**config.mk**
```make
export PLATFORM = sky130hd
export DESIGN_NAME = tdm_demux
export DESIGN_NICKNAME = d
export VERILOG_FILES = /design/src/rtl/tdm_demux.sv
export SDC_FILE = /design/constraint.sdc
export NUM_CORES = 1
export LEC_CHECK = 0
export CAP_MARGIN = 5
export CORE_UTILIZATION = 51
export DETAILED_ROUTE_END_ITERATION = 8
export GPL_ROUTABILITY_DRIVEN = 0
export PLACE_DENSITY = 0.85
export SYNTH_ARGS = -nofsm -noshare
export SYNTH_HDL_FRONTEND = slang
export SYNTH_SLANG_ARGS = --single-unit
```
**constraint.sdc**
```tcl
create_clock -name clk -period 2.74 [get_ports clk]
set_input_delay 0.548 -clock clk [delete_from_list [all_inputs] [get_ports clk]]
set_output_delay 0.548 -clock clk [all_outputs]
set_load 0.01 [all_outputs]
```
**src/rtl/tdm_demux.sv**
```systemverilog
// Receive end of a round-robin lane mux: reassembles LANES serial beats into one parallel frame word.
// Optional error reporting (err_pulse / err_count) is enabled by defining TDM_DEMUX_ERR_EN.
module tdm_demux #(
    parameter int WIDTH = 1,
    parameter int LANES = 4
) (
    input  logic                     clk,
    input  logic                     rst_n,
    input  logic [WIDTH-1:0]         in_data,
    input  logic                     in_sof,
    input  logic                     in_valid,
    output logic                     in_ready,
    output logic [LANES*WIDTH-1:0]   out_data,
    output logic                     out_valid,
    input  logic                     out_ready,
    output logic [$clog2(LANES)-1:0] lane_sel
`ifdef TDM_DEMUX_ERR_EN
    ,
    output logic                     err_pulse,
    output logic [7:0]               err_count
`endif
);

    localparam int SLOT_W = $clog2(LANES);
    localparam logic [SLOT_W-1:0] LAST_SLOT = SLOT_W'(LANES - 1);

    typedef enum logic {
        HUNT,
        COLLECT
    } state_t;

    state_t                   state_q, state_d;
    logic [SLOT_W-1:0]        lane_q, lane_d;
    logic [LANES*WIDTH-1:0]   asm_q, asm_d;
    logic [LANES*WIDTH-1:0]   out_data_q, out_data_d;
    logic                     out_valid_q, out_valid_d;
    logic                     accept;

    // Only the frame-completing beat can be stalled, and only while the previous word is still held.
    assign in_ready = !(state_q == COLLECT && lane_q == LAST_SLOT && out_valid_q && !out_ready);
    assign accept   = in_valid && in_ready;

    // NOTE: every always_comb output gets its default first, so no path can infer a latch.
    always_comb begin
        state_d     = state_q;
        lane_d      = lane_q;
        asm_d       = asm_q;
        out_data_d  = out_data_q;
        out_valid_d = out_valid_q;

        if (out_valid_q && out_ready) begin
            out_valid_d = 1'b0;
        end

        if (accept) begin
            if (in_sof) begin
                // A sof always restarts assembly, whether expected or mid-frame.
                asm_d              = '0;
                asm_d[WIDTH-1:0]   = in_data;
                lane_d             = SLOT_W'(1);
                state_d            = COLLECT;
            end else if (state_q == COLLECT && lane_q != '0) begin
                asm_d[lane_q*WIDTH +: WIDTH] = in_data;
                if (lane_q == LAST_SLOT) begin
                    lane_d      = '0;
                    out_data_d  = asm_d;
                    out_valid_d = 1'b1;
                end else begin
                    lane_d = lane_q + SLOT_W'(1);
                end
            end else begin
                state_d = HUNT;
                lane_d  = '0;
            end
        end
    end

    // NOTE: state uses non-blocking assignments only; the assembly buffer is reset too so a stale partial never leaks.
    always_ff @(posedge clk or negedge rst_n) begin
        if (!rst_n) begin
            state_q     <= HUNT;
            lane_q      <= '0;
            asm_q       <= '0;
            out_data_q  <= '0;
            out_valid_q <= 1'b0;
        end else begin
            state_q     <= state_d;
            lane_q      <= lane_d;
            asm_q       <= asm_d;
            out_data_q  <= out_data_d;
            out_valid_q <= out_valid_d;
        end
    end

    assign out_data  = out_data_q;
    assign out_valid = out_valid_q;
    assign lane_sel  = lane_q;

`ifdef TDM_DEMUX_ERR_EN
    logic       err_event;
    logic       err_pulse_q;
    logic [7:0] err_count_q;

    // Error when sof arrives off slot 0, or slot 0 arrives without sof.
    assign err_event = accept && state_q == COLLECT && (in_sof == (lane_q != '0));

    always_ff @(posedge clk or negedge rst_n) begin
        if (!rst_n) begin
            err_pulse_q <= 1'b0;
            err_count_q <= '0;
        end else begin
            err_pulse_q <= err_event;
            if (err_event && err_count_q != 8'hFF) begin
                err_count_q <= err_count_q + 8'd1;
            end
        end
    end

    assign err_pulse = err_pulse_q;
    assign err_count = err_count_q;
`endif

endmodule
```
==> metrics.md, run 1 <==
| Metric | Value |
|---|---|
| Largest area contributor in the netlist | dfrtp_1 |
| Max incr delay on CP | approximately 0.56 ns |
| Clock sink count | 11 |
| Vias in the first global route | approximately 480 |
| Seq cells post-synth | 11 |
| Synth Area in XOR/XNOR | 0 |
| DRT iter0 DRCs | 29 |
| Root Buffer Master | clkbuf_4 |
| Clock buffer depth | 2 |
| CP Max Fanout | 9 |
| # DRC | 0 |
| Crit. Startpoint | lane_sel[0] |
| YS warnings | 0 |
| Maximum number of pins on one net before global-route repair | 12 |
| Multi-input logic area | approximately 380 µm² |
| WP data arrival | about 2.0 ns |
| Unrepaired setup endpoints after global routing | no |
| Final period util | 0.931 |
| Max VDD drop | between 400 and 500 µV |
| Setup TNS | 0 ns |
| Fmax achieved | 392 MHz |
| Mux share of post-synthesis cell area | 0.0971 |
| Min-delay worst type | flop to flop |
| Compound-Gate Fraction of Synth Area | 0.143 |
| TritonCTS clock tree | yes |
| Die width | 38.6 µm |
| Syn nets | 72 |
| Pwr/cell area | 667 nW/µm² |
| Reg clk slew, reported paths | ~0.08 ns |
| Antenna diodes | 0 |
| Type of the worst setup path | flop to primary output |
| Setup crit end kind | primary output |
| Area delta synth->final | 25.6% |
| Placed cells | between 80 and 90 |
| DP HPWL | 1080 µm |
| Fillers | 93 |
| Core Util, Final | 0.733 |
| # nets final | 90 |
| Pleak | around 0.41 nW |
| Routed Antenna Nets | 0 |
| Tot Pwr | 572 µW |
| Worst Path Required | 2.19 ns |
| DR pass1 iterations | 4 |
| Avg Cell Area, Syn | between 10 and 15 µm² |
| Synth top area share | 0.403 |
| Worst Setup Start Kind | flop |
| Largest family of logic cells by synthesized area | simple AND/OR/NAND/NOR gates |
| Worst slew pin tran | roughly 0.5 ns |
| Initial core utilization | 0.583 |
| Core area | around 1200 µm² |
| Gr ovfl total | 0 |
| Crit path time final | ~2.6 ns |
| First-pass GRT wire length | ~2300 µm |
| Post-synthesis adder-cell area fraction | 0.0916 |
| Routed vias | about 560 |
| Max_cap viols | 0 |
| Final hold vios | 0 |
| Layout cells sized above 1 | 0.154 |
| Setup violations, final | 0 |
| Pre-CTS setup slack | 0.300 ns |
| Sequential-to-total area share from yosys stat | 0.403 |
| Total Routing Usage GR | 0.232 |
| H-tree Lvls | 1 |
| # resized after CTS | 0 |
| Hold Buf Count CTS | 0 |
| WL per Instance | ~16 µm |
| IO buf count | 13 |
| # IOs | 14 |
| Cell chain of the critical path | ha_1, and4b_4, inv_4, clkdlybuf4s50_1 |
| Worst r2r src | lane_sel[0] |
| Sequential cell area | between 200 and 300 µm² |
| Post-Synth Simple-Gate Area | 0.218 |
| Synth Instances | approximately 60 |
| Status | completed |
| Vias per inst | approximately 6 |
| Skew-Pair Late Insertion Delay | 0.28 ns |
| Final Instance Count excl. Fillers | about 90 |
| R2R setup slack | roughly 0.76 ns |
| Die height | 38.6 µm |
| Netlist Area Pre-Place | roughly 700 µm² |
| Post-route cell area | about 860 µm² |
| Max-slew violations | 0 |
| DRT Wirelength | about 1500 µm |
| Hold WS | between 0.5 and 0.6 ns |
| Synth top area cells | dfrtp_1 (40%), ha_1 (9.2%), mux2i_1 (5.9%) |
| DP Area | 831 µm² |
| Final Skew | between 0.0004 and 0.0005 ns |
| Post-CTS Setup Repair Bufs | 0 |
| Row count | 12 |
| Hold wc startpoint | asm_q[1] |
| Rel. slew slack | 0.657 |
| Antenna violations before repair | 0 |
| Number of library cell types mapped by synthesis | 30 |
| Die footprint | between 1000 and 1500 µm² |
| Setup WS post-layout | approximately 0.19 ns |
| CP max-delay cell | clkdlybuf4s50_1 |
| CTS Buf Count | 3 |
worst paths after layout:
check | endpoint | cells after the start
max reg2reg | out_data[1] | 5
min | asm_q[1] | 1
min reg2reg | asm_q[1] | 1
max in group asynchronous | asm_q[0] | 1
min in group asynchronous | state_q | 1
max | in_ready | 4
per-layer routing:
metal / part of all wire / track usage / wire length [µm] / vias to the layer above
met5: 0 / 0 / 0 / -
met4: 0.036 / 0.0862 / 53 / 0
met3: 0.075 / 0.0694 / 111 / 14
met2: 0.46 / 0.383 / 677 / 36
met1: 0.43 / 0.282 / 634 / 253
li1: - / - / - / 254
cell usage in the layout (no fill, tap or decap):
| master | n |
|---|---|
| clkdlybuf4s50_1 | 13 |
| dfrtp_1 | 11 |
| inv_1 | 7 |
| ha_1 | 5 |
| mux2i_1 | 4 |
| a21oi_1 | 4 |
| nor2b_1 | 3 |
| clkbuf_4 | 3 |
| o21ai_0 | 2 |
| nor2_1 | 2 |
| nand3_1 | 2 |
| and4b_4 | 1 |
| inv_4 | 1 |
| nor3b_4 | 1 |
| nand4_4 | 1 |
| and2b_4 | 1 |
| a41oi_1 | 1 |
| a22o_1 | 1 |
| nand2_1 | 1 |
| nand3b_1 | 1 |
| and2b_1 | 1 |
| a41o_1 | 1 |
| mux2_4 | 1 |
| nor4bb_1 | 1 |
| nand2b_1 | 1 |
| o221ai_1 | 1 |
| o211ai_2 | 1 |
| a32o_1 | 1 |
| and2_1 | 1 |
| nor3b_1 | 1 |
| a211o_1 | 1 |
| mux2_2 | 1 |
| clkinv_2 | 1 |
power by group:
group / leakage, nW / total, mW / internal [mW] / switching (mW)
clock network: 0.0177 / 0.121 / 0.0542 / 0.0666
logic: 0.258 / 0.220 / 0.121 / 0.0988
registers: 0.136 / 0.232 / 0.202 / 0.0301
total: 0.411 / 0.572 / 0.377 / 0.196
registers in the layout, indices dropped and copies added, names as in the netlist:
register	flops
out_data	4
asm_q	3
lane_sel	2
out_valid	1
state_q	1
synthesized netlist by cell type:
master	count
a211o_1	1
a21oi_1	4
a22o_1	1
a32o_1	1
a41o_1	1
a41oi_1	1
and2_1	1
and2b_1	1
and2b_4	1
and4b_4	1
dfrtp_1	11
ha_1	5
inv_1	7
inv_4	1
mux2_2	1
mux2_4	1
mux2i_1	4
nand2_1	1
nand2b_1	1
nand3_1	2
nand3b_1	1
nand4_4	1
nor2_1	2
nor2b_1	3
nor3b_1	1
nor3b_4	1
nor4bb_1	1
o211ai_2	1
o21ai_0	2
o221ai_1	1
final cells by class:
type,count,area share
Clock inverter,1,0.00583
Timing Repair Buffer,13,0.152
Multi-Input combinational cell,42,0.437
Tap cell,14,0.0204
Inverter,8,0.0379
Clock buffer,3,0.0262
Sequential cell,11,0.321
worst max-delay path, delay by kind of cell (launching register included):
family	cells	cell delay, ns
buf+inv	2	0.65
flops	1	0.49
simple gates	1	0.25
fa+ha+maj	1	0.32
cell families after synthesis:
| kind of cell | Yosys count |
|---|---|
| simple gates | 18 |
| compound gates | 13 |
| flops | 11 |
| buf+inv | 8 |
| mux | 6 |
| fa+ha+maj | 5 |
Note: power is estimated with default switching activity, not from simulation.
==> inputs of run 2 (changes only) <==
--- a/config.mk
+++ b/config.mk
@@ -6,10 +6,11 @@
 export NUM_CORES = 1
 export LEC_CHECK = 0
 export CAP_MARGIN = 5
-export CORE_UTILIZATION = 51
+export CORE_UTILIZATION = 48
 export DETAILED_ROUTE_END_ITERATION = 8
 export GPL_ROUTABILITY_DRIVEN = 0
-export PLACE_DENSITY = 0.85
+export PLACE_DENSITY = 0.81
+export SLEW_MARGIN = 5
 export SYNTH_ARGS = -nofsm -noshare
 export SYNTH_HDL_FRONTEND = slang
 export SYNTH_SLANG_ARGS = --single-unit
==> constraint.sdc (replaced) <==
create_clock -name clk -period 2.4 [get_ports clk]
set_input_delay 0.48 -clock clk [delete_from_list [all_inputs] [get_ports clk]]
set_output_delay 0.48 -clock clk [all_outputs]
set_load 0.01 [all_outputs]
==> metrics.md, run 2 (synthesized netlist as in run 1, its figures left out) <==
| Metric | Value |
|---|---|
| Status | completed |
| R2R setup slack | about 0.51 ns |
| Switching part of the total power | 0.318 |
| Worst Setup Start Kind | flop |
| Maximum number of pins on one net before global-route repair | 12 |
| DRT Wirelength | around 1200 µm |
| Die height | a little under 40 µm |
| Row count | 13 |
| Vias in the first global route | 460 |
| # resized after CTS | 0 |
| Hold Buf Count CTS | 0 |
| Psw | a little over 200 µW |
| Pleak | about 0.41 nW |
| Worst Path Required | between 1.5 and 2 ns |
| DR pass1 iterations | 2 |
| Layout cells sized above 1 | 0.152 |
| Final hold vios | 0 |
| Setup crit end kind | primary output |
| Post-route cell area | slightly below 900 µm² |
| Max incr delay on CP | ~0.53 ns |
| Reg clk slew, reported paths | roughly 0.070 ns |
| Worst r2r src | lane_sel[0] |
| Min-delay worst type | flop to flop |
| Cell chain of the critical path | ha_1, and4b_4, inv_4, clkdlybuf4s50_1 |
| Gr ovfl total | 0 |
| Clock share of power | 0.197 |
| Combinational Power Share | 0.401 |
| TritonCTS clock tree | yes |
| # nets final | 91 |
| Final Skew | 0.00267 ns |
| Crit. Startpoint | lane_sel[1] |
| # DRC | 0 |
| Core Util, Final | 0.657 |
| CTS Buf Count | 3 |
| WL per Instance | 13.3 µm |
| CP max-delay cell | clkdlybuf4s50_1 |
| Commonest non-fill, non-tap cell in the layout | clkdlybuf4s50_1 |
| Post-CTS Setup Repair Bufs | 0 |
| Setup TNS | 0 ns |
| Rel. slew slack | 0.650 |
| Fmax achieved | 437 MHz |
| Setup WS post-layout | about 0.11 ns |
| Crit path time final | 2.29 ns |
| Die footprint | 1580 µm² |
| Root Buffer Master | clkbuf_4 |
| Unrepaired setup endpoints after global routing | no |
| Skew-Pair Late Insertion Delay | ~0.27 ns |
| IO buf count | 13 |
| Clock buffer depth | 2 |
| First-pass GRT wire length | about 2000 µm |
| Initial core utilization | 0.519 |
| Critical path's top delay family | buffers and inverters |
| Vias per inst | ~5.4 |
| Max reg flops | 4 |
| Internal power | around 440 µW |
| Area delta synth->final | 26.7% |
| Routed vias | roughly 500 |
| Core area | 1320 µm² |
| DP Area | between 800 and 900 µm² |
| Clock sink count | 11 |
| WP data arrival | between 1.5 and 2 ns |
| Reg power frac | 0.403 |
| Worst slew pin tran | roughly 0.52 ns |
| CP Max Fanout | 6 |
| Die width | roughly 40 µm |
| DP HPWL | ~970 µm |
| Pwr/cell area | 737 nW/µm² |
| # IOs | 14 |
| Total Routing Usage GR | 0.200 |
| Routed Antenna Nets | 0 |
| Antenna violations before repair | 0 |
| Type of the worst setup path | flop to primary output |
| Commonest cells after routing, fill and taps aside | clkdlybuf4s50_1 (13), dfrtp_1 (11), inv_1 (7) |
| Hold wc startpoint | asm_q[1] |
| Max_cap viols | 0 |
| Setup violations, final | 0 |
| Pre-CTS setup slack | ~0.13 ns |
| WP buf/inv | 2 |
| DRT iter0 DRCs | 1 |
| Final period util | 0.953 |
| H-tree Lvls | 1 |
| Max-slew violations | 0 |
| Antenna diodes | 0 |
| Max VDD drop | between 400 and 500 µV |
## run 2: path summary, 6_finish.rpt
kind	endpoint	cells past startpoint
max in group asynchronous	out_data[0]	1
max reg2reg	asm_q[0]	6
min reg2reg	asm_q[1]	1
min	asm_q[1]	1
max	in_ready	4
min in group asynchronous	out_data[3]	1
## run 2: cell type report
| class | count | area, µm² |
|---|---|---|
| multi-input combinational | 42 | 375 |
| timing repair buffer | 14 | 138 |
| sequential | 11 | 275 |
| fill | 101 | 452 |
| tap | 15 | 18.8 |
| clock buffer | 4 | 26.3 |
| inverter | 8 | 32.5 |
## run 2: power groups by stage
| stage | Combinational [mW] | Clock, mW | Sequential, mW |
|---|---|---|---|
| 2_1_floorplan | 0.124 | 0 | 0.279 |
| 3_3_place_gp | 0.253 | 0 | 0.259 |
| 3_5_place_dp | 0.257 | 0 | 0.261 |
| 4_1_cts | 0.258 | 0.129 | 0.258 |
| 5_1_grt | 0.282 | 0.137 | 0.261 |
| 6_report | 0.256 | 0.125 | 0.257 |
## run 2: per-layer routing
metal	up-vias	wire, µm	GRT usage
met5	-	0	0
met4	0	0	0.0259
met3	0	48	0.102
met2	9	567	0.311
met1	244	630	0.250
li1	259	-	-
## run 2: through the flow
step                      power, mW  cells  hold slack [ns]
after floorplan               0.402     61            0.184
after global routing          0.680     94            0.523
final                         0.638     94            0.491
after CTS                     0.645     94            0.493
after detailed placement      0.518     90            0.478
after global placement        0.512     90            0.472
==> inputs of run 3 (changes only) <==
--- a/config.mk
+++ b/config.mk
@@ -6,10 +6,10 @@
 export NUM_CORES = 1
 export LEC_CHECK = 0
 export CAP_MARGIN = 5
-export CORE_UTILIZATION = 48
+export CORE_UTILIZATION = 51
 export DETAILED_ROUTE_END_ITERATION = 8
 export GPL_ROUTABILITY_DRIVEN = 0
-export PLACE_DENSITY = 0.81
+export PLACE_DENSITY = 0.79
 export SLEW_MARGIN = 5
 export SYNTH_ARGS = -nofsm -noshare
 export SYNTH_HDL_FRONTEND = slang
==> constraint.sdc (replaced) <==
create_clock -name clk -period 2.8 [get_ports clk]
set_input_delay 0.56 -clock clk [delete_from_list [all_inputs] [get_ports clk]]
set_output_delay 0.56 -clock clk [all_outputs]
set_load 0.01 [all_outputs]
==> metrics.md, run 3 (synthesized netlist as in run 1, its figures left out) <==
| Metric | Value |
|---|---|
| Post-CTS Setup Repair Bufs | 0 |
| Die width | approximately 39 µm |
| Maximum number of pins on one net before global-route repair | 12 |
| Total Routing Usage GR | 0.229 |
| Status | completed |
| CP Max Fanout | 9 |
| Routed Antenna Nets | 0 |
| # IOs | 14 |
| Max VDD drop | between 300 and 400 µV |
| R2R setup slack | about 0.86 ns |
| Root Buffer Master | clkbuf_4 |
| Fillers | a little under 100 |
| Vias in the first global route | 465 |
| Area delta synth->final | 25.5% |
| Type of the worst setup path | flop to primary output |
| TritonCTS clock tree | yes |
| Worst Path Required | 2.24 ns |
| Die height | approximately 39 µm |
| Worst Setup Start Kind | flop |
| Final hold vios | 0 |
| Initial core utilization | 0.583 |
| CTS Buf Count | 3 |
| Cell chain of the critical path | ha_1, and4b_4, inv_4, clkdlybuf4s50_1 |
| Reg clk slew, reported paths | 0.07 ns |
| Routed vias | approximately 520 |
| Max reg flops | 4 |
| Hold wc startpoint | out_data[1] |
| Pleak | approximately 0.41 nW |
| Clock sink count | 11 |
| First-pass GRT wire length | 2260 µm |
| Placed cells | ~90 |
| Row count | 12 |
| WP data arrival | approximately 1.9 ns |
| # resized after CTS | 0 |
| DR pass1 iterations | 4 |
| Setup crit end kind | primary output |
| Setup TNS | 0 ns |
| Tot Pwr | between 500 and 600 µW |
| Hold depth | 1 |
| Crit. Startpoint | lane_sel[0] |
| Vias per inst | 5.63 |
| Rel. slew slack | 0.660 |
| Skew-Pair Late Insertion Delay | 0.27 ns |
| DP HPWL | just over 1000 µm |
| Final Instance Count excl. Fillers | slightly above 90 |
| Final period util | 0.888 |
| Worst slew pin tran | around 0.50 ns |
| Max-slew violations | 0 |
| CP max-delay cell | clkdlybuf4s50_1 |
| WL per Instance | 15.0 µm |
| Fmax achieved | approximately 400 MHz |
| DRT iter0 DRCs | 6 |
| Clock buffer depth | 2 |
| Final Skew | approximately 0.00054 ns |
| Die footprint | 1490 µm² |
| Commonest non-fill, non-tap cell in the layout | clkdlybuf4s50_1 |
| H-tree Lvls | 1 |
| DRT Wirelength | around 1400 µm |
| Gr ovfl total | 0 |
| Layout cells sized above 1 | 0.141 |
| Worst r2r src | lane_sel[0] |
| Antenna diodes | 0 |
| Min-delay worst type | flop to flop |
| IO buf count | 13 |
| # DRC | 0 |
| Commonest cells after routing, fill and taps aside | clkdlybuf4s50_1 (13), dfrtp_1 (11), inv_1 (7) |
| Core area | 1170 µm² |
| Max_cap viols | 0 |
| Antenna violations before repair | 0 |
| Max incr delay on CP | ~0.54 ns |
| Setup violations, final | 0 |
| Hold Buf Count CTS | 0 |
| # nets final | 90 |
| Crit path time final | 2.49 ns |
| Pwr/cell area | between 600 and 700 nW/µm² |
| Unrepaired setup endpoints after global routing | no |
| R2r worst-path depth | 5 |
## run 3: changes by cell type in the layout (fill, tap and decap cells not counted), sizes merged
cell / previous run / this run
buf: 1 / 0
## run 3: final timing paths
kind | endpoint
setup / recovery | in_ready
hold / removal | out_data[1]
setup reg to reg | out_data[1]
hold reg to reg | out_data[1]
max in group asynchronous | lane_sel[0]
min in group asynchronous | asm_q[2]
## run 3: layout make-up
| class | instances | area (µm²) | area share |
|---|---|---|---|
| multi-input combinational | 42 | 375 | 0.438 |
| inverter | 8 | 32.5 | 0.0380 |
| clock buffer | 4 | 26.3 | 0.0307 |
| sequential | 11 | 275 | 0.321 |
| tap | 14 | 17.5 | 0.0204 |
| timing repair buffer | 13 | 130 | 0.152 |
## run 3: per-stage QoR
| stage | utilization | setup WS (ns) | area (µm²) | hold slack (ns) |
|---|---|---|---|---|
| after floorplan | - | 1.01 | 683 | 0.264 |
| after detailed placement | 0.709 | 0.372 | 831 | 0.501 |
| after global routing | 0.732 | 0.227 | 857 | 0.525 |
| after CTS | 0.732 | 0.311 | 857 | 0.517 |
| after global placement | 0.709 | 0.381 | 831 | 0.478 |
| final | 0.732 | 0.312 | 857 | 0.514 |
## run 3: where the power goes
part | switching [mW] | internal (mW) | leakage [nW]
clock network | 0.0565 | 0.0552 | 0.0150
registers | 0.0273 | 0.197 | 0.136
logic | 0.0983 | 0.118 | 0.258
total | 0.182 | 0.371 | 0.408
## run 3: routing by layer
layer	global-route usage	vias up	wire [µm]
li1	-	259	-
met1	0.333	246	711
met2	0.317	9	599
met3	0.0520	4	44
met4	0.103	0	21
met5	0	-	0
## run 3: critical path, delay by kind of cell, from the launching register on
| family | cells | cell delay [ns] |
|---|---|---|
| adder cells (fa/ha/maj) | 1 | 0.30 |
| buffers and inverters | 2 | 0.63 |
| flip-flops | 1 | 0.48 |
| AND/OR/NAND/NOR | 1 | 0.25 |
